$ cat config.mk
export PLATFORM = sky130hd
export DESIGN_NAME = emesh_reg_master
export DESIGN_NICKNAME = d
export VERILOG_FILES = /design/src/rtl/emesh_reg_master_pkg.sv /design/src/rtl/emesh_reg_master.sv
export SDC_FILE = /design/constraint.sdc
export NUM_CORES = 1
export LEC_CHECK = 0
export ABC_AREA = 0
export BUFFER_PORTS_ARGS = -buffer_cell sky130_fd_sc_hd__clkbuf_2
export CAP_MARGIN = 0
export CORE_ASPECT_RATIO = 0.7
export CORE_MARGIN = 3
export CORE_UTILIZATION = 38
export CTS_CLUSTER_DIAMETER = 80
export DETAILED_ROUTE_END_ITERATION = 8
export PLACE_DENSITY = 0.73
export SLEW_MARGIN = 10
export SYNTH_ARGS = -nofsm -noshare
export SYNTH_HDL_FRONTEND = slang
export SYNTH_SLANG_ARGS = --single-unit
$ cat constraint.sdc
create_clock -name clk -period 1.9 [get_ports clk]
set_clock_uncertainty 0.2 [all_clocks]
set_input_delay 0.095 -clock clk [delete_from_list [all_inputs] [get_ports clk]]
set_output_delay 0.095 -clock clk [all_outputs]
set_load 0.005 [all_outputs]
$ cat src/rtl/emesh_reg_master_pkg.sv
// Shared definitions for the emesh register master: FSM encoding, datamode
// constant and the bit positions of the emesh packet fields.
package emesh_reg_master_pkg;

   typedef enum logic [1:0] {
      IDLE     = 2'd0,
      SEND     = 2'd1,
      WAIT_RSP = 2'd2
   } state_t;

   localparam logic [1:0] DATAMODE_32 = 2'b10;

   // Packet layout: write[0], datamode[2:1], ctrlmode[7:3], then dstaddr,
   // data and srcaddr as consecutive AW-wide fields.
   localparam int unsigned WR_BIT  = 0;
   localparam int unsigned DM_LSB  = 1;
   localparam int unsigned CM_LSB  = 3;
   localparam int unsigned DST_LSB = 8;

   function automatic int unsigned data_lsb(input int unsigned aw);
      return DST_LSB + aw;
   endfunction

   function automatic int unsigned src_lsb(input int unsigned aw);
      return DST_LSB + 2 * aw;
   endfunction

endpackage

$ cat src/rtl/emesh_reg_master.sv
// Single-outstanding emesh register initiator: issues one write or read
// request at a time and returns completion, readback data or a read timeout.
module emesh_reg_master
   import emesh_reg_master_pkg::*;
#(
   parameter int unsigned    AW    = 32,
   parameter int unsigned    PW    = 104,
   parameter logic [AW-1:0]  SRCID = '0,
   parameter int unsigned    TW    = 8
) (
   input  logic          clk,
   input  logic          nreset,
   // Command side: a command transfers on a clock edge where cmd_valid and
   // cmd_ready are both high; rsp_valid is a one-cycle completion pulse.
   input  logic          cmd_valid,
   output logic          cmd_ready,
   input  logic          cmd_write,
   input  logic [AW-1:0] cmd_addr,
   input  logic [AW-1:0] cmd_data,
   output logic          rsp_valid,
   output logic          rsp_error,
   output logic [AW-1:0] rsp_data,
   // Mesh side: a request transfers on an edge with access_out=1, wait_in=0.
   output logic          access_out,
   output logic [PW-1:0] packet_out,
   input  logic          wait_in,
   input  logic          access_in,
   input  logic [PW-1:0] packet_in,
   output logic          wait_out,
   output state_t        o_dbg_state
);

   localparam int unsigned    DATA_LSB = data_lsb(AW);
   localparam int unsigned    SRC_LSB  = src_lsb(AW);
   localparam logic [TW-1:0]  TC       = '1;
   localparam logic [TW-1:0]  TC_M1    = TC - 1'b1;

   state_t          r_state;
   logic            r_access;
   logic [PW-1:0]   r_pkt;
   logic            r_rsp_valid;
   logic            r_rsp_error;
   logic [AW-1:0]   r_rsp_data;
   logic [TW-1:0]   r_cnt;

   logic [PW-1:0]   w_req_pkt;
   logic            w_rsp_write;
   logic [AW-1:0]   w_rsp_dst;
   logic [AW-1:0]   w_rsp_data;
   logic            w_match;
   logic            w_unused_pkt;

   always_comb begin
      w_req_pkt                         = '0;
      w_req_pkt[WR_BIT]                 = cmd_write;
      w_req_pkt[DM_LSB +: 2]            = DATAMODE_32;
      w_req_pkt[CM_LSB +: 5]            = 5'd0;
      w_req_pkt[DST_LSB +: AW]          = cmd_addr;
      w_req_pkt[DATA_LSB +: AW]         = cmd_write ? cmd_data : '0;
      w_req_pkt[SRC_LSB +: AW]          = SRCID;
   end

   // A readback is a write packet addressed back to our own source ID.
   assign w_rsp_write  = packet_in[WR_BIT];
   assign w_rsp_dst    = packet_in[DST_LSB +: AW];
   assign w_rsp_data   = packet_in[DATA_LSB +: AW];
   assign w_match      = access_in & w_rsp_write & (w_rsp_dst == SRCID);
   assign w_unused_pkt = ^{packet_in[PW-1:SRC_LSB], packet_in[DST_LSB-1:DM_LSB]};

   always_ff @(posedge clk or negedge nreset) begin
      if (!nreset) begin
         r_state     <= IDLE;
         r_access    <= 1'b0;
         r_pkt       <= '0;
         r_rsp_valid <= 1'b0;
         r_rsp_error <= 1'b0;
         r_rsp_data  <= '0;
         r_cnt       <= '0;
      end else begin
         r_rsp_valid <= 1'b0;
         case (r_state)
            IDLE: begin
               if (cmd_valid) begin
                  r_pkt    <= w_req_pkt;
                  r_access <= 1'b1;
                  r_state  <= SEND;
               end
            end
            SEND: begin
               if (!wait_in) begin
                  r_access <= 1'b0;
                  if (r_pkt[WR_BIT]) begin
                     // Posted write: completion means the request was issued.
                     r_rsp_valid <= 1'b1;
                     r_rsp_error <= 1'b0;
                     r_state     <= IDLE;
                  end else begin
                     r_cnt   <= '0;
                     r_state <= WAIT_RSP;
                  end
               end
            end
            WAIT_RSP: begin
               if (w_match) begin
                  r_rsp_valid <= 1'b1;
                  r_rsp_error <= 1'b0;
                  r_rsp_data  <= w_rsp_data;
                  r_state     <= IDLE;
               end else begin
                  if (r_cnt != TC) begin
                     r_cnt <= r_cnt + 1'b1;
                  end
                  // Counter reaches terminal count on this edge.
                  if (r_cnt == TC_M1) begin
                     r_rsp_valid <= 1'b1;
                     r_rsp_error <= 1'b1;
                     r_rsp_data  <= '0;
                     r_state     <= IDLE;
                  end
               end
            end
            default: begin
               r_access <= 1'b0;
               r_state  <= IDLE;
            end
         endcase
      end
   end

   assign cmd_ready   = (r_state == IDLE);
   assign access_out  = r_access;
   assign packet_out  = r_pkt;
   assign rsp_valid   = r_rsp_valid;
   assign rsp_error   = r_rsp_error;
   assign rsp_data    = r_rsp_data;
   assign wait_out    = 1'b0;
   assign o_dbg_state = r_state;

endmodule

* Word-level counts from Yosys, hierarchy flattened *
Cells that the tools add are included.

word-level totals
  word-level logic and storage cells = 59
  output and inout port bits = 143
  input bits = 174
  register bits after elaboration = 111

cells by class
  reduce and logical (&&, ||, !) cells = 10
  muxes and demuxes = 27
  equality and inequality tests = 11
  bitwise operators = 3
  $add $sub $neg = 1

operators with widths
  kind                                                  count
  2-to-1 mux 32 bit                                     3
  zero test 32 bit                                      1
  2-to-1 mux 8 bit                                      4
  one-hot mux 8 bit (2 select lines)                    1
  inequality test 2 bit (second input constant)         6
  2-to-1 mux 1 bit                                      10
  2-to-1 mux 2 bit                                      5
  adder 8 x 1 -> 8 bit (second input constant)          1
  equality test 8 bit (second input constant)           1
  inequality test 8 bit (second input constant)         1
  one-hot mux 2 bit (3 select lines)                    1
  AND reduction 3 bit                                   2
  AND reduction 5 bit                                   1
  one-hot mux 1 bit (2 select lines)                    2
  AND reduction 2 bit                                   2
  AND reduction 4 bit                                   1
  nonzero test 2 bit                                    2
  inequality test 3 bit (second input constant)         1
  one-hot mux 1 bit (3 select lines)                    1
  bitwise AND 1 bit                                     2
  equality test 2 x 1 -> 1 bit (second input constant)  1
  equality test 2 bit (second input constant)           1
  zero test 2 bit                                       1
  NOT 1 bit                                             1

* Logic depth before layout (Yosys ltp) *
Gate-level depths: netlist (run 1).

  word-level depth = 4
  gate-level depth with buffers = 8
  mapped depth without buffers = 7

* Least setup slack after synthesis (run 1) *
No wires, ideal clock.

  path type = reg2reg
  start point = register r_state[1] (netlist: o_dbg_state[1])
  end point = register r_cnt[4]
  period minus slack after synthesis = 1.959 ns
  buffers on the path = 1
  cell stages (with the launch flop) = 9
  path slack = -0.059 ns
  library setup time = 0.121 ns
  data arrival time = 1.638 ns
  path through = dfrtp_1 inv_1 ha_1 o21ai_0 o21ai_0 a31o_2 or2_1 buf_4 a22o_1

on the way
  cells in the longest elaborated chain, start to end = 3

ends and longest elaborated chain
  element                                                                       RTL line                 text
  start, declared                                                               emesh_reg_master.sv:38   state_t r_state;
  start signal, assigned                                                        emesh_reg_master.sv:72   r_state <= IDLE;
  start signal, assigned                                                        emesh_reg_master.sv:86   r_state <= SEND;
  start signal, assigned                                                        emesh_reg_master.sv:96   r_state <= IDLE;
  equality test 2 bit or equality test 2 x 1 -> 1 bit (tied branches)           emesh_reg_master.sv:81   case (r_state)
  inequality test 2 bit (no source line) or nonzero test 2 bit (tied branches)  n/a
  AND reduction 5 bit (no source line)                                          n/a
  end signal, assigned                                                          emesh_reg_master.sv:111  r_cnt <= r_cnt + 1'b1;
  end, declared                                                                 emesh_reg_master.sv:44   logic [TW-1:0] r_cnt;

Several ways; a longest one is shown, not always the timed one.
A chain may end at the register's enable or synchronous reset.

* Worst setup path in the final report (run 1) *
Ends and elaborated chain as after synthesis.

==> results of run 1 <==
kinds of logic (layout without fill, tap and decap cells):
kind of cell,Yosys count,after routing
AOI/OAI and AO/OA,97,97
adders and majority gates,5,5
buffers and inverters,67,379
DFF,111,111
muxes,34,34
other,1,39
and+or+nand+nor,105,105
cell type report:
type	count	area, um2	area share, %
clock buffer	9	225	2.95
sequential	111	2780	36.4
tap	162	203	2.65
inverter	5	18.8	0.246
timing repair buffer	358	2450	32.1
clock inverter	7	73.8	0.966
multi-input combinational	280	1890	24.8
path summary, 6_finish.rpt:
check                               startpoint             end  slack, ns  cells after the start
worst max register to register  o_dbg_state[1]        r_cnt[4]      0.002                      7
max in group asynchronous               nreset    rsp_data[11]       0.79                      3
worst min-delay path                    nreset  packet_out[17]       0.08                      2
worst min register to register   packet_out[2]   packet_out[2]       0.27                      1
min in group clk                 packet_in[10]       rsp_error       0.08                      5
worst max-delay path            o_dbg_state[1]        r_cnt[4]      0.002                      7
Yosys cell counts (all sizes together):
cell,number
nor2,3
o31ai,5
a21oi,5
nand2b,3
o221ai,1
o211ai,7
or4,2
nand3b,1
nand4,2
nor4,8
or3,1
and2,1
nor3,1
dfrtp,111
nand2,72
a22o,34
and3,1
and4bb,1
a31o,1
conb,1
o2bb2ai,1
o21ai,40
nand3,5
clkbuf,12
ha,5
mux2i,1
mux2,33
a21boi,3
or2,4
inv,5
buf,50
per-layer routing:
metal | part of all wire (%) | track usage, % | vias to the layer above
li1 | - | - | 2083
met1 | 41 | 22.8 | 2111
met2 | 52 | 35.1 | 165
met3 | 5.8 | 5.33 | 23
met4 | 1.7 | 5.46 | 0
met5 | 0 | 0 | -
report_power, final:
group	switching [mW]	internal, mW	total, mW	leakage, nW
Sequential	0.412	3.07	3.48	1.44
Clock	0.895	0.929	1.82	0.144
Combinational	1.39	1.54	2.93	2.32
per-stage QoR:
stage          cells  setup TNS [ns]  cell area (um2)  power [mW]
6_report         932               0             7640        8.23
2_1_floorplan    458               0             5080        4.72
3_3_place_gp     813               0             6210        5.91
4_1_cts          928               0             7510        8.09
5_1_grt          932          -0.268             7640        8.76
3_5_place_dp     813         -0.0687             6210        6.02
what timing repair did:
action,CTS,global route
hold endpoints to repair,212,0
hold buffers,99,0
buffers inserted,0,2
cloned,0,2
setup endpoints to repair,19,68
pin swaps,0,1
gates resized for setup,3,16
flip-flops by register name, indices dropped and copies added (netlist names):
register,flops
r_cnt,8
rsp_data,32
access_out,1
o_dbg_state,2
packet_out,66
rsp_error,1
rsp_valid,1
==> impl_summary.md, run 1 <==
Outcome
The run finished with clean final reports.

Detailed routing
The routed layout has 4,382 vias. The initial DRC count is 160. In the final routed layout, each cell accounts on average for 15.7 um.

In the routed design, unresolved DRC markers number 0. The detailed-routing iteration count for the pre-antenna-repair pass is 4. Once detail routing completed, the nets flagged for antenna violations numbered 0. Dividing the detail-routed via count by the number of cells gives 4.70. The routed wire length is 14.6 mm.

Critical path
The signal on the critical path passes through inv_2, ha_2, o21ai_0, o21ai_1, a31o_4, or2_4, a22o_1. STA puts the critical path data required time at 1.93 ns. In this run the worst path has a maximum fanout of 7. Data on the critical path arrives at its endpoint at 1.93 ns.

The sort of element at the end of the critical path is a flip-flop. The startpoint type of the worst setup path is a flip-flop. The largest single stage delay on the critical path is 0.44 ns. The total buffers and inverters traversed by the critical path is 1. The cell type of the slowest stage on the worst timing path is dfrtp_1. The cell family contributing the most delay on the critical path is compound AO/OA/AOI/OAI gates. The critical path start-end classification is reg -> reg.

Synth
By area the synthesized netlist is led by dfrtp_1 57%, mux2_2 7.6%, buf_4 6.1%, a22o_1 6.1%, nand2_1 5.5%. The mux cell area share after synthesis is 7.76%. After synthesis, the largest family of logic cells by area is compound AO/OA/AOI/OAI gates.

The number of different library cells used by synthesis comes to 40. The fraction of the mapped netlist area in compound gates is 13.7%. The instance count of the mapped netlist is 420. The average size of a mapped cell is 11.7 um2.

The share of synthesized cell area in and, or, nand and nor gates is 11.2%. The sequential share of the synthesized area is 56.5%. The parity-gate share of the synthesized area counting xor and xnor cells is 0%. After Yosys synthesis, full adders, half adders and majority gates account for 1.27% of the synthesized area. The cell area after synthesis is 0.00492 mm2. The synthesized design spends more area on one cell type than any other, namely dfrtp_1.

The synthesis warning total is 0. The synthesized design devotes to its leading area cell type 56.5% of total area. The post-synthesis register bit count is 111.

STA
The final hold slack is 0.0828 ns. The achievable clock frequency is 527 MHz. Setup repair after global routing could not meet its margin everywhere. The number of setup violations in the final report is 0. At the pin with the least slew margin, the transition time is 0.675 ns. After layout, the worst setup slack is 0.00248 ns. Dividing the final minimum period by the clock period gives 99.9%. The time the final worst path needs with I/O delays and setup is 1.90 ns. The final max-slew violation count is 0.

The number of failing hold endpoints at the final stage was 0. The worst max-slew margin expressed relative to the limit is 55.0%.

Global routing
The pin count of the biggest net entering global routing is 48. The first-pass GRT wire length is 22.3 mm. The initial antenna violation count is 0. The via count of the first global-routing pass is 4,486.

The final global-route overflow total is 0. In the global route stage, overall resource usage came out at 19.4%.

Layout
The top cell types in the final layout, fill and taps aside, are 237 x clkbuf_2, 111 x dfrtp_1, 99 x dlygate4sd3_1, 71 x nand2_1, 39 x conb_1. The area added between synthesis and finish is 55.4%. 0 antenna diodes ended up in the layout. The most common cell after layout, fill and taps aside is clkbuf_2. The layout has 962 filler cells.

The final-stage net count is 944. The final cell utilization of the core is 60.9%. The layout cell share with drive strength beyond 1 is 43.1%.

Die
From left edge to right edge, the die measures 142 um. The height of the chip is 101 um. 317 I/O pins were placed. The full die area is 0.0144 mm2. The core outline area is 0.0125 mm2. The initial utilization of the core area, before any placement, comes to 39.2%. After floorplanning, the core was divided into 34 placement rows.

Power and ir drop
For this design the ratio of total power to cell area is 1080 mW/mm2. The leakage power is 3.90 nW. The peak ir drop on the vdd network is 0.650 mV.

Clock tree
The root buffer selected by CTS is clkbuf_16. The number of buffers on the longest clock path is 2. TritonCTS built the clock tree. The clock latency reported for the late side of the worst-skew pair is 0.34 ns. The clock sink total is 111. Clock-pin slew was measured on the worst setup and hold paths at 0.07 ns. The total clock buffers created by CTS is 9.

The H-tree depth is 3.

Place
The number of buffers inserted by port buffering is 238. The wire-length estimate of the detail-placed layout is 9.33 mm. The final estimated routing congestion in global placement is 0.889. The worst setup slack after placement is -0.0182 ns.

Job
Max-cap violations in this run came to 0.

Min path
The worst hold path belongs to the class in -> async.
Power figures use the tool's default switching activity.
==> inputs of run 2 (changes only) <==
--- a/config.mk
+++ b/config.mk
@@ -8,12 +8,12 @@
 export ABC_AREA = 0
 export BUFFER_PORTS_ARGS = -buffer_cell sky130_fd_sc_hd__clkbuf_2
 export CAP_MARGIN = 0
-export CORE_ASPECT_RATIO = 0.7
-export CORE_MARGIN = 3
-export CORE_UTILIZATION = 38
+export CORE_AREA = 3 3 121 123
+export CTS_BUF_LIST = sky130_fd_sc_hd__clkbuf_16
 export CTS_CLUSTER_DIAMETER = 80
 export DETAILED_ROUTE_END_ITERATION = 8
-export PLACE_DENSITY = 0.73
+export DIE_AREA = 0 0 124 126
+export PLACE_DENSITY = 0.66
 export SLEW_MARGIN = 10
 export SYNTH_ARGS = -nofsm -noshare
 export SYNTH_HDL_FRONTEND = slang
==> constraint.sdc (replaced) <==
create_clock -name clk -period 1.8 [get_ports clk]
set_clock_uncertainty 0.2 [all_clocks]
set_input_delay 0.09 -clock clk [delete_from_list [all_inputs] [get_ports clk]]
set_output_delay 0.09 -clock clk [all_outputs]
set_load 0.005 [all_outputs]
==> run 2 against run 1 <==
The flow now finishes with violations (negative setup slack); sequential share of layout area down 1.7 points; cell count up 4.4%; register-to-register slack worse by 0.08 ns; highest routed layer unchanged; count of clock-buffer cells in the layout unchanged.
==> impl_summary.md, run 2 (same netlist as run 1, synthesis figures left out) <==
Die
The height of the chip is 126 um (+25%). The full die area is 0.0156 mm2 (+8.8%). The starting density of the core was 35.7% (-3.5 points). The number of top-level pins is 317 (unchanged). The core outline area was 0.0138 mm2 (+9.8%). The number of standard-cell rows in the floorplan came to 43 (+26%). The width of the die is 124 um (-13%).

Power and ir drop
The peak ir drop on the vdd network was 0.621 mV (-4.5%). The leakage power is 4.10 nW (+5.2%). The overall power of the completed layout is 9.16 mW (+11%). The power density normalized to cell area is 1140 mW/mm2 (+6.1%).

Global routing
The first-pass GRT wire length is 22.3 mm (-0.34%). The global-route total usage across every layer came to 17.9% (-1.5 points). The via count of the first global-routing pass is 4,694 (+4.6%).

The pin count of the biggest net entering global routing is 112 (+130%). The final global-route overflow total is 0 (unchanged). The initial antenna violation count is 0 (unchanged).

Layout
The final-stage net count came to 967 (+2.4%). The count of fill cells added during filler insertion is 1,134 (+18%). The final cell utilization of the core is 58.2% (-2.7 points). The area added between synthesis and finish is 63.0%. The post-layout instance count excluding filler cells is 973 (+4.4%). The number of antenna repair diodes came to 0 (unchanged). The layout cell share with drive strength beyond 1 is 45.9% (+2.8 points). The final instance area came to 0.00801 mm2 (+4.9%).

The flip-flop count of the largest register, all copies and words added is 66 (unchanged). The top cell types in the final layout, fill and taps aside, are 237 x clkbuf_2, 110 x dfrtp_1, 99 x dlygate4sd3_1, 71 x nand2_1, 39 x conb_1. The library cell used most frequently in the layout, excluding fill and tap cells, is clkbuf_2.

Place
The worst setup slack after placement is -0.197 ns (-0.179 ns). The cell count after placement was 844 (+3.8%). The post-detailed-placement cell area is 0.00635 mm2 (+2.1%). The number of buffers inserted by port buffering was 238 (unchanged). The sum of net half-perimeters after detailed placement is 9.39 mm (+0.65%).

The final estimated routing congestion in global placement is 0.776 (-13%).

Detailed routing
The average wire length per cell after detail routing is 15.6 um (-1.0%). The routed wire length was 15.1 mm (+3.3%). The detailed-routing iteration count for the pre-antenna-repair pass is 4 (unchanged). The number of vias per cell is 4.68 (-0.37%). The number of nets with antenna violations after routing was 0 (unchanged).

The number of DRC violations after detailed routing came to 0 (unchanged). The initial DRC count is 264 (+65%). The number of vias after detailed routing is 4,558 (+4.0%).

Critical path
The start of the worst register-to-register path is o_dbg_state[0]. The worst setup path is of the reg -> reg kind. STA classifies the critical path endpoint as a flip-flop. On the critical path, the stage with the largest delay is an instance of dfrtp_2. The capture point of the worst reg-to-reg path is r_cnt[2]. The register-to-register path setup slack is -0.08 ns (-0.08 ns).

The worst-case reg-to-reg path depth is 7 (unchanged). The critical path's largest stage delay came to 0.41 ns (-0.03 ns). The worst setup path is launched from a flip-flop.

The most repeated library cell on the critical path is buf_6. The data arrival time of the worst path is 1.90 ns (-0.03 ns). The critical path goes through inv_2, ha_4, buf_6, a31o_4, buf_6, o31ai_4, o31ai_2. The worst-path maximum fanout was 9 (+2). The data required time at the worst endpoint is 1.82 ns (-0.11 ns).

STA
The post-layout worst setup margin was -0.0786 ns (-0.0811 ns). The number of failing hold endpoints at the final stage is 0 (unchanged). The slew at the pin closest to its max-slew limit was 0.623 ns (-0.0512 ns). The final max-slew violation count came to 0 (unchanged).

The summed negative setup slack over all endpoints is -1.14 ns (-1.14 ns). The worst max-slew margin expressed relative to the limit is 58.4% (+3.4 points). The number of setup violations in the final report came to 35 (+35).

The time the final worst path needs with I/O delays and setup is 1.88 ns (-0.0189 ns). The final clock period utilization by the worst path is 104% (+4.5 points). The final hold slack was 0.123 ns (+0.0398 ns). The achievable clock frequency came to 532 MHz (+1.0%). Setup repair after global routing could not meet its margin everywhere.

Min path
The min-delay analysis places its worst path in the category in -> reg. The number of cells on the worst hold path is 6. The startpoint identified for the worst hold timing path is packet_in[10].

The worst hold endpoint is r_cnt[7].

Clock tree
The clock slew seen by the registers of the worst setup and hold paths came to 0.08 ns (about the same). The number of buffers on the longest clock path is 2 (unchanged). The tree is rooted in a clkbuf_16.

The clock latency reported for the late side of the worst-skew pair is 0.35 ns (about the same). The clock sink total is 111 (unchanged). The H-tree depth came to 3 (unchanged). The CTS tree is yes. The total clock buffers created by CTS came to 9 (unchanged).

Outcome
The flow ran to the end, but the final reports show violations. The checks that failed: negative setup slack.

Job
The count of max-cap constraint violations is 0 (unchanged).
## run 2: report_power, final
part	switching (mW)	total [mW]	internal [mW]
Clock	0.931	1.88	0.954
Sequential	0.445	3.69	3.24
Combinational	1.58	3.59	2.00
## run 2: routing by layer
metal	vias up	share of wire, %	global-route usage (%)
li1	2131	-	-
met1	2174	37	19.6
met2	206	53	32.4
met3	47	6.7	4.04
met4	0	3.1	7.86
met5	-	0	0
## run 2: worst max-delay path, delay by kind of cell (launching register included)
kind / cells / cell delay (ns)
flip-flops: 1 / 0.41
buffers and inverters: 3 / 0.35
AO/OA/AOI/OAI: 3 / 0.60
adder cells (fa/ha/maj): 1 / 0.18
## run 2: cell type report
type                    count  area [um2]  area share (%)
clock buffers               9         225            2.81
clock inverters             7        57.6           0.718
inverters                   5        21.3           0.265
multi-input cells         280        1990            24.8
flip-flops and latches    111        2780            34.7
well taps                 180         225            2.81
repair buffers            381        2720            33.9
## run 2: worst max path at each step
stage	endpoint	slack, ns	cells past startpoint	startpoint
2_1_floorplan	r_cnt[4]	-0.09	8	o_dbg_state[1]
3_3_place_gp	r_cnt[4]	-0.11	6	o_dbg_state[0]
3_5_place_dp	r_cnt[2]	-0.20	6	o_dbg_state[0]
4_1_cts	r_cnt[2]	-0.07	8	o_dbg_state[1]
5_1_grt	r_cnt[2]	-0.12	8	o_dbg_state[1]
6_report	r_cnt[2]	-0.08	7	o_dbg_state[0]
## run 2: what timing repair did
item	in CTS	in global routing
resized for setup	16	41
setup buffers	4	4
hold buffers	99	0
endpoints found under the setup margin	75	82
cloned	1	6
endpoints found under the hold margin	211	0
pin swaps	2	3
